$ cat src/rtl/mem_arbiter_rr.sv
// Round-robin arbiter that shares one single-port synchronous RAM between NCORES cores.
// Supports a bounded grant hold, write-over-read priority and tagged read returns.
module mem_arbiter_rr #(
   parameter int NCORES   = 4,
   parameter int AW       = 8,
   parameter int DW       = 8,
   parameter int MAX_HOLD = 4,
   parameter int RD_LAT   = 1
) (
   input  logic                 clk,
   input  logic                 rst,
   input  logic [NCORES-1:0]    rden,
   input  logic [NCORES-1:0]    wren,
   input  logic [NCORES*AW-1:0] addr,
   input  logic [NCORES*DW-1:0] din,
   input  logic [DW-1:0]        ram_q,
   output logic [NCORES-1:0]    acq,
   output logic [NCORES*DW-1:0] dq,
   output logic [NCORES-1:0]    dvalid,
   output logic [AW-1:0]        ram_addr,
   output logic [DW-1:0]        ram_din,
   output logic                 ram_wren
);

   localparam int IW = (NCORES > 1) ? $clog2(NCORES) : 1;
   localparam int HW = $clog2(MAX_HOLD + 2);

   logic [NCORES-1:0] req;
   logic [NCORES-1:0] others;
   logic              owner_vld;
   logic [IW-1:0]     owner;
   logic [IW-1:0]     last;
   logic [HW-1:0]     hold_cnt;
   logic              keep;
   logic              nxt_vld;
   logic [IW-1:0]     nxt;
   logic              issue;
   logic [RD_LAT:0]   rd_vld;
   logic [IW-1:0]     rd_tag [RD_LAT+1];

   assign req   = rden | wren;
   assign issue = nxt_vld & rden[nxt] & ~wren[nxt];

   // Keep the current owner unless its hold budget is spent and someone else is waiting;
   // otherwise search round-robin starting just after the last owner.
   always_comb begin
      int idx;
      idx    = 0;
      others = req;
      if (owner_vld) others[owner] = 1'b0;
      keep = owner_vld && req[owner] &&
             ((MAX_HOLD == 0) || (int'(hold_cnt) < MAX_HOLD) || (others == '0));
      nxt_vld = 1'b0;
      nxt     = owner;
      if (keep) begin
         nxt_vld = 1'b1;
      end else begin
         for (int off = 1; off <= NCORES; off++) begin
            idx = (int'(last) + off) % NCORES;
            if (!nxt_vld && req[idx]) begin
               nxt_vld = 1'b1;
               nxt     = IW'(idx);
            end
         end
      end
   end

   always_ff @(posedge clk) begin
      if (rst) begin
         owner_vld <= 1'b0;
         owner     <= '0;
         last      <= IW'(NCORES - 1);
         hold_cnt  <= '0;
         acq       <= '0;
         ram_addr  <= '0;
         ram_din   <= '0;
         ram_wren  <= 1'b0;
      end else begin
         owner_vld <= nxt_vld;
         owner     <= nxt;
         acq       <= '0;
         ram_wren  <= 1'b0;
         if (nxt_vld) begin
            last      <= nxt;
            acq[nxt]  <= 1'b1;
            ram_addr  <= addr[nxt*AW +: AW];
            ram_din   <= din[nxt*DW +: DW];
            ram_wren  <= wren[nxt];
            // With unlimited hold the counter just sits at 1 while the owner is kept.
            if (keep) begin
               if ((MAX_HOLD != 0) && (int'(hold_cnt) < MAX_HOLD))
                  hold_cnt <= hold_cnt + 1'b1;
            end else begin
               hold_cnt <= HW'(1);
            end
         end else begin
            hold_cnt <= '0;
         end
      end
   end

   // Read tags travel alongside the RAM latency so returns land on the issuing core.
   always_ff @(posedge clk) begin
      rd_tag[0] <= nxt;
      for (int k = 1; k <= RD_LAT; k++)
         rd_tag[k] <= rd_tag[k-1];
   end

   always_ff @(posedge clk) begin
      if (rst) begin
         rd_vld <= '0;
         dvalid <= '0;
         dq     <= '0;
      end else begin
         rd_vld <= {rd_vld[RD_LAT-1:0], issue};
         dvalid <= '0;
         if (rd_vld[RD_LAT]) begin
            dvalid[rd_tag[RD_LAT]]          <= 1'b1;
            dq[rd_tag[RD_LAT]*DW +: DW]     <= ram_q;
         end
      end
   end

endmodule

$ cat config.mk
export PLATFORM = sky130hd
export DESIGN_NAME = mem_arbiter_rr
export DESIGN_NICKNAME = d
export VERILOG_FILES = /design/src/rtl/mem_arbiter_rr.sv
export SDC_FILE = /design/constraint.sdc
export NUM_CORES = 1
export LEC_CHECK = 0
export CORE_MARGIN = 2
export CORE_UTILIZATION = 25
export DETAILED_ROUTE_END_ITERATION = 8
export PLACE_DENSITY = 0.56
export SYNTH_ARGS = -nofsm -noshare
export SYNTH_HDL_FRONTEND = slang
export SYNTH_SLANG_ARGS = --single-unit
$ cat constraint.sdc
create_clock -name clk -period 1.9 [get_ports clk]
set_input_delay 0.19 -clock clk [delete_from_list [all_inputs] [get_ports clk]]
set_output_delay 0.19 -clock clk [all_outputs]
set_load 0.01 [all_outputs]
### After elaboration in Yosys (flattened, before gate mapping)

Memories as Yosys holds them, arrays and structs flattened.
Index checks and enable logic that the tools add are counted.

* register bits after elaboration: 67
* RAM bits: 4
* input bits: 82
* output and inout port bits: 57
* word-level logic and storage cells: 109
* memories kept: 1

* add/sub/neg operators: 6
* order comparisons: 11
* equal/unequal tests: 1
* shift operators: 4
* muxes and demuxes: 41
* bitwise operators: 13
* reductions and logical operators: 20

Memories
* rd_tag: depth 2, width 2, read ports 2, clocked after memory_dff 0, wr ports 2, line 39 `logic [IW-1:0] rd_tag [RD_LAT+1];`

Operators with widths (count)
* $shiftx 32x6->8: 2
* $neg 5->34: 1
* $shift 8x34->32 const A: 1
* $shiftx 8x34->32: 1
* $bwmux 32: 1
* $mux 1: 24
* $lt 3x4->1 const B: 4
* $bmux 1 s2: 7
* $reduce_or 2->1: 6
* $mux 2: 5
* $lt 2x3->1 const B: 3
* $logic_and 1x1->1: 8
* $demux 1 s2: 3
* $ge 2x1->1 const B: 3
* $add 2x1->2 const B: 2
* $add 2x2->2 const B: 2
* $and 1x1->1 const A: 4
* $and 4x4->4: 1
* $logic_not 4->1: 1
* $mux 4: 1
* $not 1->1: 4
* $not 4->4: 1
* $or 4x4->4: 1
* $add 3x1->3 const B: 1
* other kinds (6): 9

### Depth between registers and ports, before layout

Gate-level depths: netlist of run 1.

* word-level depth: 27
* gate-level depth with buffers: 11
* gate-level depth less buffers: 8

### Worst setup path before layout of run 1

Ideal clock, no wire load.

* kind: reg-to-reg
* start point: register last[1]
* end point: register ram_addr[4]
* setup time: 0.120 ns
* data arrival time: 2.035 ns
* data required time: 1.780 ns
* path slack: -0.255 ns
* stages on the path, launching flop included: 10
* buffers on the path: 2
* clock period less this slack: 2.155 ns
* cells stage by stage: dfxtp_1 clkbuf_1 nor4_1 a2111oi_2 o211ai_1 a2bb2oi_4 buf_6 mux2i_1 a2bb2oi_1 o21ai_2

* cells in the longest elaborated chain, start to end: 19
* elaborated cells on any way between the ends: 36
* those cells by class: add/sub (4); shift (1); mux (25); reduce/logical (6)

Ends and longest elaborated chain
* from (decl): line 32 `logic [IW-1:0] last;`
* from (signal assigned): line 72 `last <= IW'(NCORES - 1);`
* from (signal assigned): line 84 `last <= nxt;`
* $add 2x1->2: line 59 `idx = (int'(last) + off) % NCORES;`
* $bmux 1 s2: line 60 `if (!nxt_vld && req[idx]) begin`
* $mux 1 (not written as such) (2 in series): line 60
* $mux 1: line 60
* $mux 1: line 55 `if (keep) begin`
* $logic_not 1->1: line 60
* $logic_and 1x1->1: line 60
* $mux 1: line 60
* (+2 left out)
* $logic_and 1x1->1: line 60
* $mux 1: line 60
* $mux 1: line 55
* $logic_not 1->1: line 60
* $logic_and 1x1->1: line 60
* $mux 2: line 60
* $mux 2: line 55
* $shiftx 32x6->8: line 86 `ram_addr <= addr[nxt*AW +: AW];`
* to (signal assigned): line 86
* to (decl): line 20 `output logic [AW-1:0] ram_addr,`

Several ways; a longest one is shown, not always the timed one. The select of a mux whose other input is x is not followed.
A chain may end at the register's enable or synchronous reset.

### Worst setup path after layout of run 1

* start point: register owner[1]
* end point: register ram_din[7]

* cells in the longest elaborated chain, start to end: 12
* elaborated cells on any way between the ends: 21
* those cells by class: order compare (2); shift (1); mux (11); bitwise (2); reduce/logical (5)

Ends and longest elaborated chain
* from (decl): line 31 `logic [IW-1:0] owner;`
* from (signal assigned): line 80 `owner <= nxt;`
* $lt 2x3->1 (not written as such) / $ge 2x1->1 (equally long branches): line 50 `if (owner_vld) others[owner] = 1'b0;`
* $logic_and 1x1->1 (not written as such): line 50
* $mux 1 (not written as such): line 50
* $demux 1 s2: line 50
* $not 4->4 (no source line)
* $and 4x4->4 (no source line)
* $mux 4: line 50
* $logic_not 4->1: line 52 `((MAX_HOLD == 0) || (int'(hold_cnt) < MAX_HOLD) || (others == '0));`
* $logic_or 1x1->1: line 52
* $logic_and 1x1->1: line 51 `keep = owner_vld && req[owner] &&`
* $mux 2: line 55
* $shiftx 32x6->8: line 87 `ram_din <= din[nxt*DW +: DW];`
* to (signal assigned): line 87
* to (decl): line 21 `output logic [DW-1:0] ram_din,`

Several ways; a longest one is shown, not always the timed one. The select of a mux whose other input is x is not followed.

==> impl_metrics.py, run 1 <==
metrics = {
    "status": {
        "outcome": "complete, but fails checks",
        "violations": "negative setup slack",
    },
    "place": {
        "post_dp_cell_area_sq_um": 5230,
        "pre_cts_ws_ps": -849,
        "port_buffers": 138,
        "place_congestion": 0.921,
        "dp_hpwl_mm": 8.11,
    },
    "floorplan": {
        "num_rows": 41,
        "start_util": 0.259,
        "dieArea_sq_um": 14100,
        "placeableCoreArea_sq_um": 12700,
        "die_h_um": 119,
        "dieWidth_um": 119,
        "ioPinCount": 139,
    },
    "route": {
        "drtIter0Drc": 145,
        "dr.pass1.iters": 5,
        "vias_per_cell": 4.75,
        "vias": 3357,
        "ant_nets": 0,
        "routedWlPerCell_um": 15.0,
        "drc": 0,
        "routed_wl_mm": 10.6,
    },
    "synth": {
        "synthTopCellsByArea": "dfxtp_1 43%, mux2i_1 12%, a22oi_1 7.3%, nor2_1 5.8%, a2bb2oi_1 4.3%",
        "syn_area_per_cell_sq_um": 9.55,
        "yosysWarnings": 0,
        "synth_ff_type": "dfxtp_1",
        "ys_ff_latch": 71,
        "synth-edff-count": 0,
        "ys_types": 51,
        "synthesis.nets": 436,
        "synth_top_area_cell": "dfxtp_1",
        "synth_async_sr_flop_share": 0,
        "netlist_instances": 345,
        "seq_area_frac_synth": 0.431,
        "syn_area_sq_um": 3290,
        "yosysMostFrequentCell": "dfxtp_1",
        "synthTopCellsByCount": "71 x dfxtp_1, 51 x nor2_1, 38 x mux2i_1",
        "synth_top_area_share": 0.431,
    },
    "clock_tree": {
        "cts_tree": "done",
        "clock_latency_ps": 330,
        "numCtsBuffers": 9,
        "cts_root_buf": "clkbuf_16",
        "clk_pin_slew_ps": 60,
        "cts.sinks": 71,
        "clock_path_buffers": 2,
        "htreeDepth": 3,
    },
    "power": {
        "p_int_mw": 3.60,
        "combPwrFrac": 0.348,
        "peakVddDrop_uv": 531,
        "p_leak_nw": 2.24,
        "power_mw": 5.17,
        "p_clk_frac": 0.312,
        "power_density_nw_per_um2": 899,
        "netSwitchingFraction": 0.303,
        "p_sw_mw": 1.57,
        "seqPwrFrac": 0.340,
    },
    "worst_setup_path": {
        "startpoint": "owner[1]",
        "endpoint": "ram_din[7]",
        "start_kind": "flip-flop",
        "end_kind": "flip-flop",
        "worstRegToRegCells": 10,
        "critical_path_class": "flip-flop to flip-flop",
        "critical_path_peak_fanout": 4,
        "rrSetupSlack_ps": -310,
        "r2r_start": "owner[1]",
        "r2r_end": "ram_din[7]",
        "critPathArrivalTime_ps": 2430,
        "worstPathRequired_ps": 2120,
    },
    "timing": {
        "slew_violations": 0,
        "hold_violations": 0,
        "period_share": 1.16,
        "finalSetupViolCount": 26,
        "fmax_ghz": 0.452,
        "slew_headroom": 0.712,
        "worstMarginPinSlew_ps": 431,
        "period_minus_slack_ps": 2210,
        "clock_skew_ps": 9.53,
        "rsz0062_at_grt": "yes",
        "tns_ps": -5660,
        "fin_ws_ps": -311,
    },
    "grt": {
        "grt_max_degree": 42,
        "overflow": 0,
        "antenna_found_initial": 0,
        "grt_pass1_wl_mm": 17.0,
        "grt_usage": 0.148,
        "grt_pass1_vias": 3451,
    },
    "hold_path": {
        "hp-class": "flip-flop to flip-flop",
    },
    "final_layout": {
        "antenna_cells": 0,
        "finish.utilization": 0.452,
        "area_growth_pct": 74.7,
        "final_area_sq_um": 5750,
        "fin_nets": 621,
        "drive_gt1_frac": 0.219,
    },
    "flow_run": {
        "maxCapViolCount": 0,
    },
}
==> logic make-up (layout without fill, tap and decap cells) <==
group / after synthesis / in the layout / synth area share
adders and majority gates: 9 / 9 / 0.0342
muxes: 38 / 38 / 0.115
DFF: 71 / 71 / 0.431
and+or+nand+nor: 96 / 96 / 0.139
xor gates and xnor gates: 1 / 1 / 0.00266
AOI/OAI and AO/OA: 103 / 103 / 0.229
buffers and inverters: 27 / 217 / 0.0475
==> layout make-up <==
| cell class | instances | area, sq um |
|---|---|---|
| clock buffer | 9 | 225 |
| clock inverter | 7 | 62.6 |
| fill | 1284 | 6970 |
| inverter | 7 | 26.3 |
| multi-input combinational | 247 | 1880 |
| sequential | 71 | 1430 |
| tap | 172 | 215 |
| timing repair buffer | 194 | 1920 |
==> flip-flops by register name, summed over array words and instances (netlist names), 3 cells and up <==
name      count
acq           4
ram_din       8
hold_cnt      3
dq           32
rd_tag        4
ram_addr      8
dvalid        4
==> worst min-delay path by stage <==
stage,depth (start not counted),to,start
CTS,0,rd_tag[0][2],rd_tag[0][0]
global placement,0,rd_tag[0][3],rd_tag[0][1]
detailed placement,0,rd_tag[0][2],rd_tag[0][0]
finish,0,rd_tag[0][2],rd_tag[0][0]
floorplan,0,rd_tag[0][2],rd_tag[0][0]
global route,0,rd_tag[0][3],rd_tag[0][1]
==> metal layers <==
layer / vias to the layer above / global-route usage / wire [um]
met5: - / 0 / 0
met4: 0 / 0.0491 / 142
met1: 1560 / 0.177 / 4420
met2: 144 / 0.257 / 5240
met3: 13 / 0.0401 / 770
li1: 1640 / - / -
==> critical path, cell delays in order (launching register included) <==
cell	delay [ps]
dfxtp_1	410
o21bai_1	140
o2111ai_1	170
a31oi_2	280
a21oi_1	160
a2bb2oi_4	240
buf_12	140
buf_12	100
mux2i_2	210
a2bb2oi_1	180
o21ai_1	80
==> power groups by stage <==
stage	clock network, mW	registers, mW	logic [mW]
global placement	0	1.78	1.58
CTS	1.65	1.76	1.75
finish	1.61	1.76	1.80
floorplan	0	1.81	0.828
global route	1.72	1.78	1.93
detailed placement	0	1.78	1.60
==> placed cells by master (no fill, tap or decap), types with 6 or more instances in the layout <==
cell | netlist | final
clkdlybuf4s50_1 | 0 | 130
dfxtp_1 | 71 | 68
nor2_1 | 51 | 50
buf_4 | 0 | 45
a22oi_1 | 32 | 32
mux2i_1 | 38 | 30
o21ai_1 | 18 | 16
a2bb2oi_1 | 16 | 12
ha_1 | 9 | 9
clkbuf_16 | 0 | 9
buf_12 | 0 | 8
o21ai_0 | 6 | 6
nand3_1 | 6 | 6
and2_1 | 6 | 6
nand2_1 | 6 | 6
mux2i_2 | 0 | 6
==> what timing repair did <==
| item | CTS | global route |
|---|---|---|
| resized for setup | 37 | 14 |
| pin swaps | 5 | 5 |
| setup endpoints to repair | 28 | 28 |
| setup buffers | 8 | 0 |
| hold buffers | 0 | 0 |
==> through the flow <==
step | cells | hold WS (ps)
6_report | 707 | 331
5_1_grt | 707 | 342
4_1_cts | 707 | 334
3_5_place_dp | 683 | 317
3_3_place_gp | 683 | 315
2_1_floorplan | 345 | 310
Power figures use the tool's default switching activity.
==> run 2: changes to the inputs <==
Settings changed: CORE_UTILIZATION 25 to 39, PLACE_DENSITY 0.56 to 0.79.
==> impl_metrics.py, run 2 (synthesis results as in run 1) <==
metrics = {
    "worst_setup_path": {
        "crit_chain": "nor2_2 > and3_1 > a2111oi_2 > o211ai_1 > a2bb2oi_4 > buf_6 > mux2i_1 > a2bb2oi_1 > o21ai_2",
        "r2r_end": "ram_addr[4]",
        "critPathArrivalTime_ps": 2480,
        "r2r_start": "last[1]",
        "worst-path-stages": 9,
        "end_kind": "flip-flop",
        "crit_buf_inv": 1,
        "endpoint": "ram_addr[4]",
        "start_kind": "flip-flop",
        "critical_path_class": "flip-flop to flip-flop",
        "rrSetupSlack_ps": -350,
        "worstRegToRegCells": 9,
        "slowest_delay_ps": 460,
        "cpMaxStageDelayCell": "dfxtp_2",
        "worstPathRequired_ps": 2130,
        "crit_family": "compound AO/OA/AOI/OAI gates",
        "critical_path_peak_fanout": 8,
        "startpoint": "last[1]",
    },
    "power": {
        "peakVddDrop_uv": 482,
        "power_density_nw_per_um2": 867,
        "power_mw": 5.00,
        "p_leak_nw": 2.31,
    },
    "floorplan": {
        "num_rows": 33,
        "placeableCoreArea_sq_um": 8220,
        "start_util": 0.401,
        "dieWidth_um": 95.9,
        "die_h_um": 95.9,
        "ioPinCount": 139,
        "dieArea_sq_um": 9200,
    },
    "timing": {
        "period_share": 1.18,
        "finalSetupViolCount": 27,
        "tns_ps": -5830,
        "whs_ps": 325,
        "period_minus_slack_ps": 2250,
        "slew_violations": 0,
        "clock_skew_ps": 15.2,
        "fmax_ghz": 0.445,
        "worstMarginPinSlew_ps": 421,
        "hold_violations": 0,
        "fin_ws_ps": -347,
        "slew_headroom": 0.720,
        "rsz0062_at_grt": "yes",
    },
    "hold_path": {
        "hp-class": "flip-flop to flip-flop",
    },
    "grt": {
        "grt_pass1_wl_mm": 16.5,
        "grt_pass1_vias": 3369,
        "grt_max_degree": 42,
        "overflow": 0,
        "grt_usage": 0.235,
        "antenna_found_initial": 0,
    },
    "final_layout": {
        "largest-register": "dq",
        "fin_nets": 633,
        "final_area_sq_um": 5770,
        "area_growth_pct": 75.1,
        "finish.utilization": 0.702,
        "largestRegisters": "dq (32), ram_addr (8), ram_din (8)",
        "mostFrequentLayoutCell": "clkdlybuf4s50_1",
        "final_cell_count_no_fill": 652,
        "drive_gt1_frac": 0.254,
        "layout_common_cells": "130 x clkdlybuf4s50_1, 67 x dfxtp_1, 49 x buf_4",
        "largest_register_ffs": 32,
        "antenna_cells": 0,
    },
    "flow_run": {
        "maxCapViolCount": 0,
    },
    "clock_tree": {
        "clock_latency_ps": 350,
        "cts_tree": "done",
        "cts_hold_buf": 0,
        "numCtsBuffers": 9,
        "clk_pin_slew_ps": 70,
        "cts_root_buf": "clkbuf_8",
        "htreeDepth": 3,
        "clock_path_buffers": 2,
        "cts.sinks": 71,
    },
    "route": {
        "drc": 0,
        "vias": 3485,
        "routedWlPerCell_um": 16.8,
        "routed_wl_mm": 11.0,
        "vias_per_cell": 5.35,
        "dr.pass1.iters": 5,
        "drtIter0Drc": 122,
        "ant_nets": 0,
    },
    "place": {
        "port_buffers": 138,
        "place_inst": 620,
        "dp_hpwl_mm": 7.71,
        "pre_cts_ws_ps": -859,
        "post_dp_cell_area_sq_um": 5170,
        "place_congestion": 0.960,
    },
    "status": {
        "outcome": "complete, but fails checks",
        "violations": "negative setup slack",
    },
}
[run 2: changes by cell type in the layout (fill, tap and decap cells not counted), moves of 3 or more]
cell / delta
buf_6: +9
clkbuf_8: +9
clkbuf_16: -7
nor2_1: -6
nor2_2: +6
buf_12: -4
buf_4: +4
mux2i_1: +4
clkdlybuf4s15_2: -3
dlygate4sd2_1: +3
o21ai_2: +3
[run 2: power by group]
group	total (mW)	internal [mW]	switching (mW)
clock network	1.34	0.749	0.596
logic	1.90	1.09	0.804
registers	1.76	1.65	0.114
total	5.00	3.49	1.51
[run 2: worst min-delay path by stage]
stage	start	to	slack, ps	cells past startpoint
CTS	rd_tag[0][0]	rd_tag[0][2]	330	0
global placement	rd_tag[0][0]	rd_tag[0][2]	310	0
floorplan	rd_tag[0][0]	rd_tag[0][2]	310	0
finish	rd_tag[0][0]	rd_tag[0][2]	330	0
global route	rd_tag[0][0]	rd_tag[0][2]	330	0
detailed placement	rd_tag[0][0]	rd_tag[0][2]	310	0
[run 2: area by class of cell]
class | instances | area [sq um]
well taps | 105 | 131
clock inverters | 6 | 93.8
repair buffers | 206 | 2040
multi-input cells | 247 | 1920
flip-flops and latches | 71 | 1430
clock buffers | 10 | 128
inverters | 7 | 26.3
fillers | 621 | 2450
[run 2: what timing repair did]
item                       4_1_cts  5_1_grt
resized for setup               36       36
setup buffers                   10        5
gates cloned                     3        2
pin swaps                        9       12
setup endpoints to repair       28       28
[run 2: layer usage]
layer,GRT usage,routed length (um)
met1,0.285,4500
met2,0.398,5490
met3,0.0619,728
met4,0.0881,239
met5,0,0
